<file path="config.mk">
export PLATFORM = sky130hd
export DESIGN_NAME = picorv32_trace_drain
export DESIGN_NICKNAME = d
export VERILOG_FILES = /design/src/rtl/picorv32_trace_drain.sv
export SDC_FILE = /design/constraint.sdc
export NUM_CORES = 1
export LEC_CHECK = 0
export CORE_ASPECT_RATIO = 0.75
export CORE_MARGIN = 2
export CORE_UTILIZATION = 37
export DETAILED_ROUTE_END_ITERATION = 10
export GPL_TIMING_DRIVEN = 0
export PLACE_DENSITY = 0.73
export SETUP_SLACK_MARGIN = 0.1
export SLEW_MARGIN = 20
export SYNTH_ARGS = -nofsm -noshare
export SYNTH_HDL_FRONTEND = slang
export SYNTH_SLANG_ARGS = --single-unit
</file>
<file path="constraint.sdc">
create_clock -name clk_i -period 5.5 [get_ports clk_i]
set_input_delay 1.1 -clock clk_i [delete_from_list [all_inputs] [get_ports clk_i]]
set_output_delay 1.1 -clock clk_i [all_outputs]
set_load 0.02 [all_outputs]
</file>
<file path="src/rtl/picorv32_trace_drain.sv">
// Trace drain engine: freezes the trace buffer, reads the stored entries
// oldest-first from the trace memory and streams them out one per beat.
module picorv32_trace_drain #(
  parameter logic [31:0] TRACE_BASEADDR     = 32'h00100000,
  parameter int unsigned TRACE_ENTRIES      = 1024,
  parameter int unsigned PICO_MEM_ADDR_SIZE = 32,
  parameter int unsigned ASM_MEM_DATA_SIZE  = 128
) (
  input  logic                          clk_i,
  input  logic                          reset_i,
  input  logic                          trace_enable_req_i,
  output logic                          trace_enabled_o,
  input  logic [PICO_MEM_ADDR_SIZE-1:0] trace_ptr_i,
  input  logic [PICO_MEM_ADDR_SIZE-1:0] trace_count_i,
  input  logic                          start_i,
  input  logic                          abort_i,
  output logic                          mem_en_o,
  output logic [PICO_MEM_ADDR_SIZE-1:0] mem_addr_o,
  input  logic [ASM_MEM_DATA_SIZE-1:0]  mem_rdata_i,
  output logic                          out_valid_o,
  input  logic                          out_ready_i,
  output logic                          out_last_o,
  output logic [63:0]                   out_data_o,
  output logic                          busy_o,
  output logic                          done_o
);

  localparam int unsigned IDX_W = (TRACE_ENTRIES > 1) ? $clog2(TRACE_ENTRIES) : 1;
  localparam int unsigned CNT_W = IDX_W + 1;
  localparam int unsigned AW    = PICO_MEM_ADDR_SIZE;
  localparam int unsigned DW    = ASM_MEM_DATA_SIZE;

  typedef enum logic [1:0] {S_IDLE, S_READ, S_CAPT, S_OUT} state_t;

  state_t           state_q, state_d;
  logic [IDX_W-1:0] idx_q, idx_d;
  logic [CNT_W-1:0] rem_q, rem_d;
  logic [DW-1:0]    row_q, row_d;
  logic             busy_d, done_d, mem_en_d, out_valid_d, out_last_d;
  logic [AW-1:0]    mem_addr_d;
  logic [63:0]      out_data_d;
  logic [CNT_W-1:0] snap_n;
  logic [IDX_W-1:0] snap_first, idx_inc;
  logic             unused_bits;

  // Selects one 36-bit entry out of a 128-bit row (even slot low, odd slot at bit 64).
  function automatic logic [63:0] pick_entry(input logic [DW-1:0] row, input logic odd);
    return odd ? {28'b0, row[99:64]} : {28'b0, row[35:0]};
  endfunction

  // Byte address of the row holding entry i (two entries per 16-byte row).
  function automatic logic [AW-1:0] row_addr(input logic [IDX_W-1:0] i);
    return AW'(TRACE_BASEADDR) + (AW'(i >> 1) << 4);
  endfunction

  assign trace_enabled_o = trace_enable_req_i & ~busy_o;
  assign idx_inc         = idx_q + IDX_W'(1);
  assign unused_bits     = ^{trace_ptr_i, mem_rdata_i};

  // Snapshot of entry count (clamped to buffer depth) and oldest entry index.
  always_comb begin
    if (trace_count_i >= AW'(TRACE_ENTRIES)) snap_n = CNT_W'(TRACE_ENTRIES);
    else                                     snap_n = CNT_W'(trace_count_i);
    snap_first = trace_ptr_i[IDX_W-1:0] - snap_n[IDX_W-1:0];
  end

  // Next-state and next-output logic; abort overrides everything while busy.
  always_comb begin
    state_d     = state_q;
    idx_d       = idx_q;
    rem_d       = rem_q;
    row_d       = row_q;
    done_d      = 1'b0;
    mem_en_d    = 1'b0;
    mem_addr_d  = '0;
    out_valid_d = 1'b0;
    out_data_d  = '0;
    out_last_d  = 1'b0;

    case (state_q)
      S_IDLE: begin
        if (start_i) begin
          if (snap_n == '0) begin
            done_d = 1'b1;
          end else begin
            state_d    = S_READ;
            idx_d      = snap_first;
            rem_d      = snap_n;
            mem_en_d   = 1'b1;
            mem_addr_d = row_addr(snap_first);
          end
        end
      end
      S_READ: state_d = S_CAPT;
      S_CAPT: begin
        row_d       = mem_rdata_i;
        state_d     = S_OUT;
        out_valid_d = 1'b1;
        out_data_d  = pick_entry(mem_rdata_i, idx_q[0]);
        out_last_d  = (rem_q == CNT_W'(1));
      end
      S_OUT: begin
        out_valid_d = out_valid_o;
        out_data_d  = out_data_o;
        out_last_d  = out_last_o;
        if (out_ready_i) begin
          rem_d = rem_q - CNT_W'(1);
          idx_d = idx_inc;
          if (rem_q == CNT_W'(1)) begin
            state_d     = S_IDLE;
            done_d      = 1'b1;
            out_valid_d = 1'b0;
            out_data_d  = '0;
            out_last_d  = 1'b0;
          end else if (!idx_q[0]) begin
            out_data_d = pick_entry(row_q, 1'b1);
            out_last_d = (rem_q == CNT_W'(2));
          end else begin
            state_d     = S_READ;
            mem_en_d    = 1'b1;
            mem_addr_d  = row_addr(idx_inc);
            out_valid_d = 1'b0;
            out_data_d  = '0;
            out_last_d  = 1'b0;
          end
        end
      end
      default: state_d = S_IDLE;
    endcase

    if (abort_i && state_q != S_IDLE) begin
      state_d     = S_IDLE;
      done_d      = 1'b0;
      mem_en_d    = 1'b0;
      mem_addr_d  = '0;
      out_valid_d = 1'b0;
      out_data_d  = '0;
      out_last_d  = 1'b0;
    end

    busy_d = (state_d != S_IDLE);
  end

  // State, counters, row buffer and all registered outputs.
  always_ff @(posedge clk_i or posedge reset_i) begin
    if (reset_i) begin
      state_q     <= S_IDLE;
      idx_q       <= '0;
      rem_q       <= '0;
      row_q       <= '0;
      busy_o      <= 1'b0;
      done_o      <= 1'b0;
      mem_en_o    <= 1'b0;
      mem_addr_o  <= '0;
      out_valid_o <= 1'b0;
      out_data_o  <= '0;
      out_last_o  <= 1'b0;
    end else begin
      state_q     <= state_d;
      idx_q       <= idx_d;
      rem_q       <= rem_d;
      row_q       <= row_d;
      busy_o      <= busy_d;
      done_o      <= done_d;
      mem_en_o    <= mem_en_d;
      mem_addr_o  <= mem_addr_d;
      out_valid_o <= out_valid_d;
      out_data_o  <= out_data_d;
      out_last_o  <= out_last_d;
    end
  end

endmodule

</file>
==> results.sh <==
export IMPL_outcome="completed"
export IMPL_critical_path_max_fanout=4
export IMPL_instances_no_fill=1101
export IMPL_placed_cells=1086
export IMPL_max_slew_margin_rel_pct=40.6
export IMPL_wl_mm=17.8
export IMPL_max_cap_violations=0
export IMPL_firstDrtPassIters=7
export IMPL_tightestPinTransition_ps=888
export IMPL_antenna_found_initial=0
export IMPL_tritoncts="done"
export IMPL_netSwitchingFraction_pct=38.7
export IMPL_met2_length_mm=8.09
export IMPL_report_final_slew_viol_count=0
export IMPL_hp_class="reg2reg"
export IMPL_grt_pass1_vias=5354
export IMPL_worst_setup_hold_path_clk_slew_ps=70
export IMPL_finalSetupViolations=0
export IMPL_clock_sink_count=109
export IMPL_crit_path_top_delay_cell="clkdlybuf4s50_1"
export IMPL_routed_via_count=5413
export IMPL_post_route_min_period_ps=4050
export IMPL_syn2layout_area_growth_pct=39.1
export IMPL_layout_filler_cells=1533
export IMPL_yosysSeqAreaShare_pct=42.8
export IMPL_placeableCoreArea_um2=16800
export IMPL_detail_route_wl_per_cell_um=16.2
export IMPL_clock_path_buffers=2
export IMPL_worst_setup_path_type="in2reg"
export IMPL_comb_power_share_pct=46.0
export IMPL_critPathArrivalTime_ps=4270
export IMPL_post_cts_hold_buffer_count=0
export IMPL_m1WireLength_mm=8.49
export IMPL_required_ps=5720
export IMPL_multi_input_gate_area_um2=3230
export IMPL_std_cell_rows=41
export IMPL_end_kind="register"
export IMPL_synthCells=650
export IMPL_grt_ovfl_total=0
export IMPL_timing_critical_path_cells="clkdlybuf4s50_1 -> nor4_1 -> and4_1 -> and3_1 -> ha_1 -> inv_1 -> fa_1 -> a21oi_1 -> o211ai_1 -> o41ai_1 -> xnor2_1 -> a22oi_1 -> nor2_1"
export IMPL_sequentialPowerShare_pct=35.5
export IMPL_cts_resized=0
export IMPL_critical_path_startpoint_type="primary input"
export IMPL_post_synth_instance_area_um2=6380
export IMPL_internal_power_mw=2.19
export IMPL_hold_violations=0
export IMPL_die_h_um=118
export IMPL_yosysWarnings=0
export IMPL_rsz0062_at_grt="no"
export IMPL_drc=0
export IMPL_io_buffers=171
export IMPL_cts_inserted_buffers=9
export IMPL_clk_insertion_delay_late_ps=350
export IMPL_fin_skew_ps=11.2
export IMPL_critical_path_max_stage_delay_ps=440
export IMPL_layout_drive_gt1_share_pct=17.5
export IMPL_design_final_nets=1099
export IMPL_irDropWorstVdd_mv=0.168
export IMPL_via_cell_ratio=4.92
export IMPL_register_area_um2=2730
export IMPL_grt_start_max_net_pins=69
export IMPL_antenna_fix_cells=0
export IMPL_die_area_um2=18300
export IMPL_ios=300
export IMPL_grt_use_total_pct=19.4
export IMPL_h_tree_depth=3
export IMPL_yosysUniqueCellTypes=53
export IMPL_fp_dieW_um=156
export IMPL_ys_seq_elements=109
export IMPL_grt_first_pass_wirelength_mm=28.3
export IMPL_dr_wl_met3_um=938
export IMPL_dpl_hpwl_mm=13.6
export IMPL_finalCritPeriodShare_pct=73.6
export IMPL_route_antenna_remaining_nets=0
export IMPL_post_cts_setup_buffers=0
export IMPL_power_density_nw_per_um2=404
export IMPL_globalplace_congestion=0.879
export IMPL_initial_utilization_pct=37.9
export IMPL_power_frac_clock_pct=18.5
export IMPL_leakage_nw=3.70
export IMPL_fraction_of_registers_with_async_set_reset_pct=100
export IMPL_final_hold_worst_slack_ps=485
export IMPL_clk_root_buffer_cell="clkbuf_16"
export IMPL_fmaxAchievable_ghz=0.247
export IMPL_synth_edf_count=0
export IMPL_drtIter0Drc=413
export IMPL_power_net_switching_mw=1.39
export IMPL_top_layer="met4"
export IMPL_dominantRegCellSynth="dfrtp_1"
export IMPL_syn_area_per_cell_um2=9.81
## cells in the mapped netlist, types with 2 or more instances
| cell | count | area [µm²] |
|---|---|---|
| inv_1 | 19 | 71.3 |
| a41oi_1 | 2 | 17.5 |
| buf_1 | 4 | 15.0 |
| o211ai_1 | 2 | 15.0 |
| a22oi_1 | 46 | 345 |
| xnor2_1 | 9 | 78.8 |
| o22ai_1 | 2 | 12.5 |
| and4_1 | 2 | 17.5 |
| o22ai_2 | 2 | 25.0 |
| a21oi_1 | 23 | 115 |
| dfrtp_1 | 109 | 2730 |
| nor3_1 | 8 | 40.0 |
| or3_1 | 2 | 12.5 |
| o21ai_1 | 3 | 15.0 |
| xor2_1 | 6 | 52.6 |
| mux2_2 | 73 | 822 |
| nor2b_1 | 5 | 31.3 |
| o21a_1 | 4 | 30.0 |
| clkbuf_1 | 27 | 101 |
| mux2i_1 | 6 | 60.1 |
| nor4_1 | 5 | 31.3 |
| o21ai_0 | 55 | 275 |
| o22a_1 | 3 | 26.3 |
| nand2b_1 | 3 | 18.8 |
| nand3_1 | 16 | 80.1 |
| buf_4 | 53 | 398 |
| nor2_1 | 35 | 131 |
| o31a_1 | 3 | 26.3 |
| nand2_1 | 74 | 278 |
| and3_1 | 3 | 18.8 |
| nand4_1 | 3 | 18.8 |
| ha_1 | 18 | 225 |
| a32oi_1 | 4 | 35.0 |
| a21oi_2 | 2 | 17.5 |
## worst paths after layout
kind,startpoint,to,slack [ps],cells after the start
setup reg to reg,rem_q[7]$_DFFE_PP0P_,out_data_o[23]$_DFFE_PP0P_,2930,7
max in group asynchronous,reset_i,out_data_o[22]$_DFFE_PP0P_,3670,3
hold reg to reg,out_data_o[22]$_DFFE_PP0P_,out_data_o[22]$_DFFE_PP0P_,490,2
hold / removal,out_data_o[22]$_DFFE_PP0P_,out_data_o[22]$_DFFE_PP0P_,490,2
setup / recovery,trace_count_i[15],mem_addr_o[11]$_DFF_PP0_,1450,13
min in group asynchronous,reset_i,out_data_o[5]$_DFFE_PP0P_,1140,2
## state kept, by name (all words and copies together), names as in the netlist
signal,count
state_q,2
row_q,36
out_valid_o,1
mem_addr_o,10
busy_o,1
idx_q,10
done_o,1
rem_q,11
out_data_o,36
out_last_o,1
## final cells by class
| cell class | count | area share (%) |
|---|---|---|
| multi-input combinational | 485 | 36.4 |
| sequential | 109 | 30.7 |
| timing repair buffer | 172 | 19.6 |
| buffer | 86 | 5.98 |
| tap | 215 | 3.03 |
| clock buffer | 9 | 2.54 |
| inverter | 19 | 0.860 |
| clock inverter | 6 | 0.818 |
## power by group through the flow
stage	Clock, mW	Sequential, mW	Combinational (mW)
global placement	0	1.27	1.61
finish	0.661	1.27	1.65
detailed placement	0	1.28	1.65
global route	0.714	1.31	1.80
CTS	0.684	1.27	1.65
floorplan	0	1.32	1.06
## layout by cell type, fill, tap and decap left out, drive strengths merged, types with 6 or more instances in the layout
| cell type | count |
|---|---|
| xnor2 | 9 |
| conb | 50 |
| nand2 | 74 |
| o21ai | 59 |
| a22oi | 46 |
| a21oi | 25 |
| nor2 | 35 |
| nor3 | 8 |
| ha | 18 |
| mux2 | 73 |
| mux2i | 6 |
| clkbuf | 36 |
| buf | 60 |
| nand3 | 16 |
| inv | 21 |
| xor2 | 6 |
| clkdlybuf4s50 | 171 |
| dfrtp | 109 |
| nor4 | 6 |
## cells by family (layout without fill, tap and decap cells)
| family | count (synthesis) | count (layout) | synth area share (%) |
|---|---|---|---|
| simple gates | 161 | 161 | 11.5 |
| compound gates | 161 | 161 | 16.5 |
| other cells | 1 | 50 | 0.0588 |
| mux | 79 | 79 | 13.8 |
| xor+xnor | 15 | 15 | 2.06 |
| buf+inv | 105 | 292 | 9.44 |
| flops | 109 | 109 | 42.8 |
| fa+ha+maj | 19 | 19 | 3.85 |
## routing by layer
metal / up-vias / global-route usage [%]
li1: 2680 / -
met1: 2548 / 28.3
met2: 166 / 30.0
met3: 19 / 3.39
met4: 0 / 4.76
met5: - / 0
## metrics by stage
stage / setup TNS, ps / util (%) / instance area (µm²) / power [mW] / worst slack, ps
6_report: 0 / 52.7 / 8870 / 3.58 / 1450
3_5_place_dp: 0 / 51.0 / 8570 / 2.93 / 1080
4_1_cts: 0 / 52.7 / 8870 / 3.61 / 1460
3_3_place_gp: -19720 / 50.8 / 8540 / 2.89 / -193
5_1_grt: 0 / 52.7 / 8870 / 3.83 / 961
2_1_floorplan: 0 / - / 6560 / 2.38 / 1530
## worst max-delay path, delay by kind of cell
kind | cells | cell delay (ps)
AND/OR/NAND/NOR | 4 | 1050
AO/OA/AOI/OAI | 4 | 900
XOR/XNOR | 1 | 170
adder cells (fa/ha/maj) | 2 | 580
buffers and inverters | 2 | 490
Power figures use the tool's default switching activity.
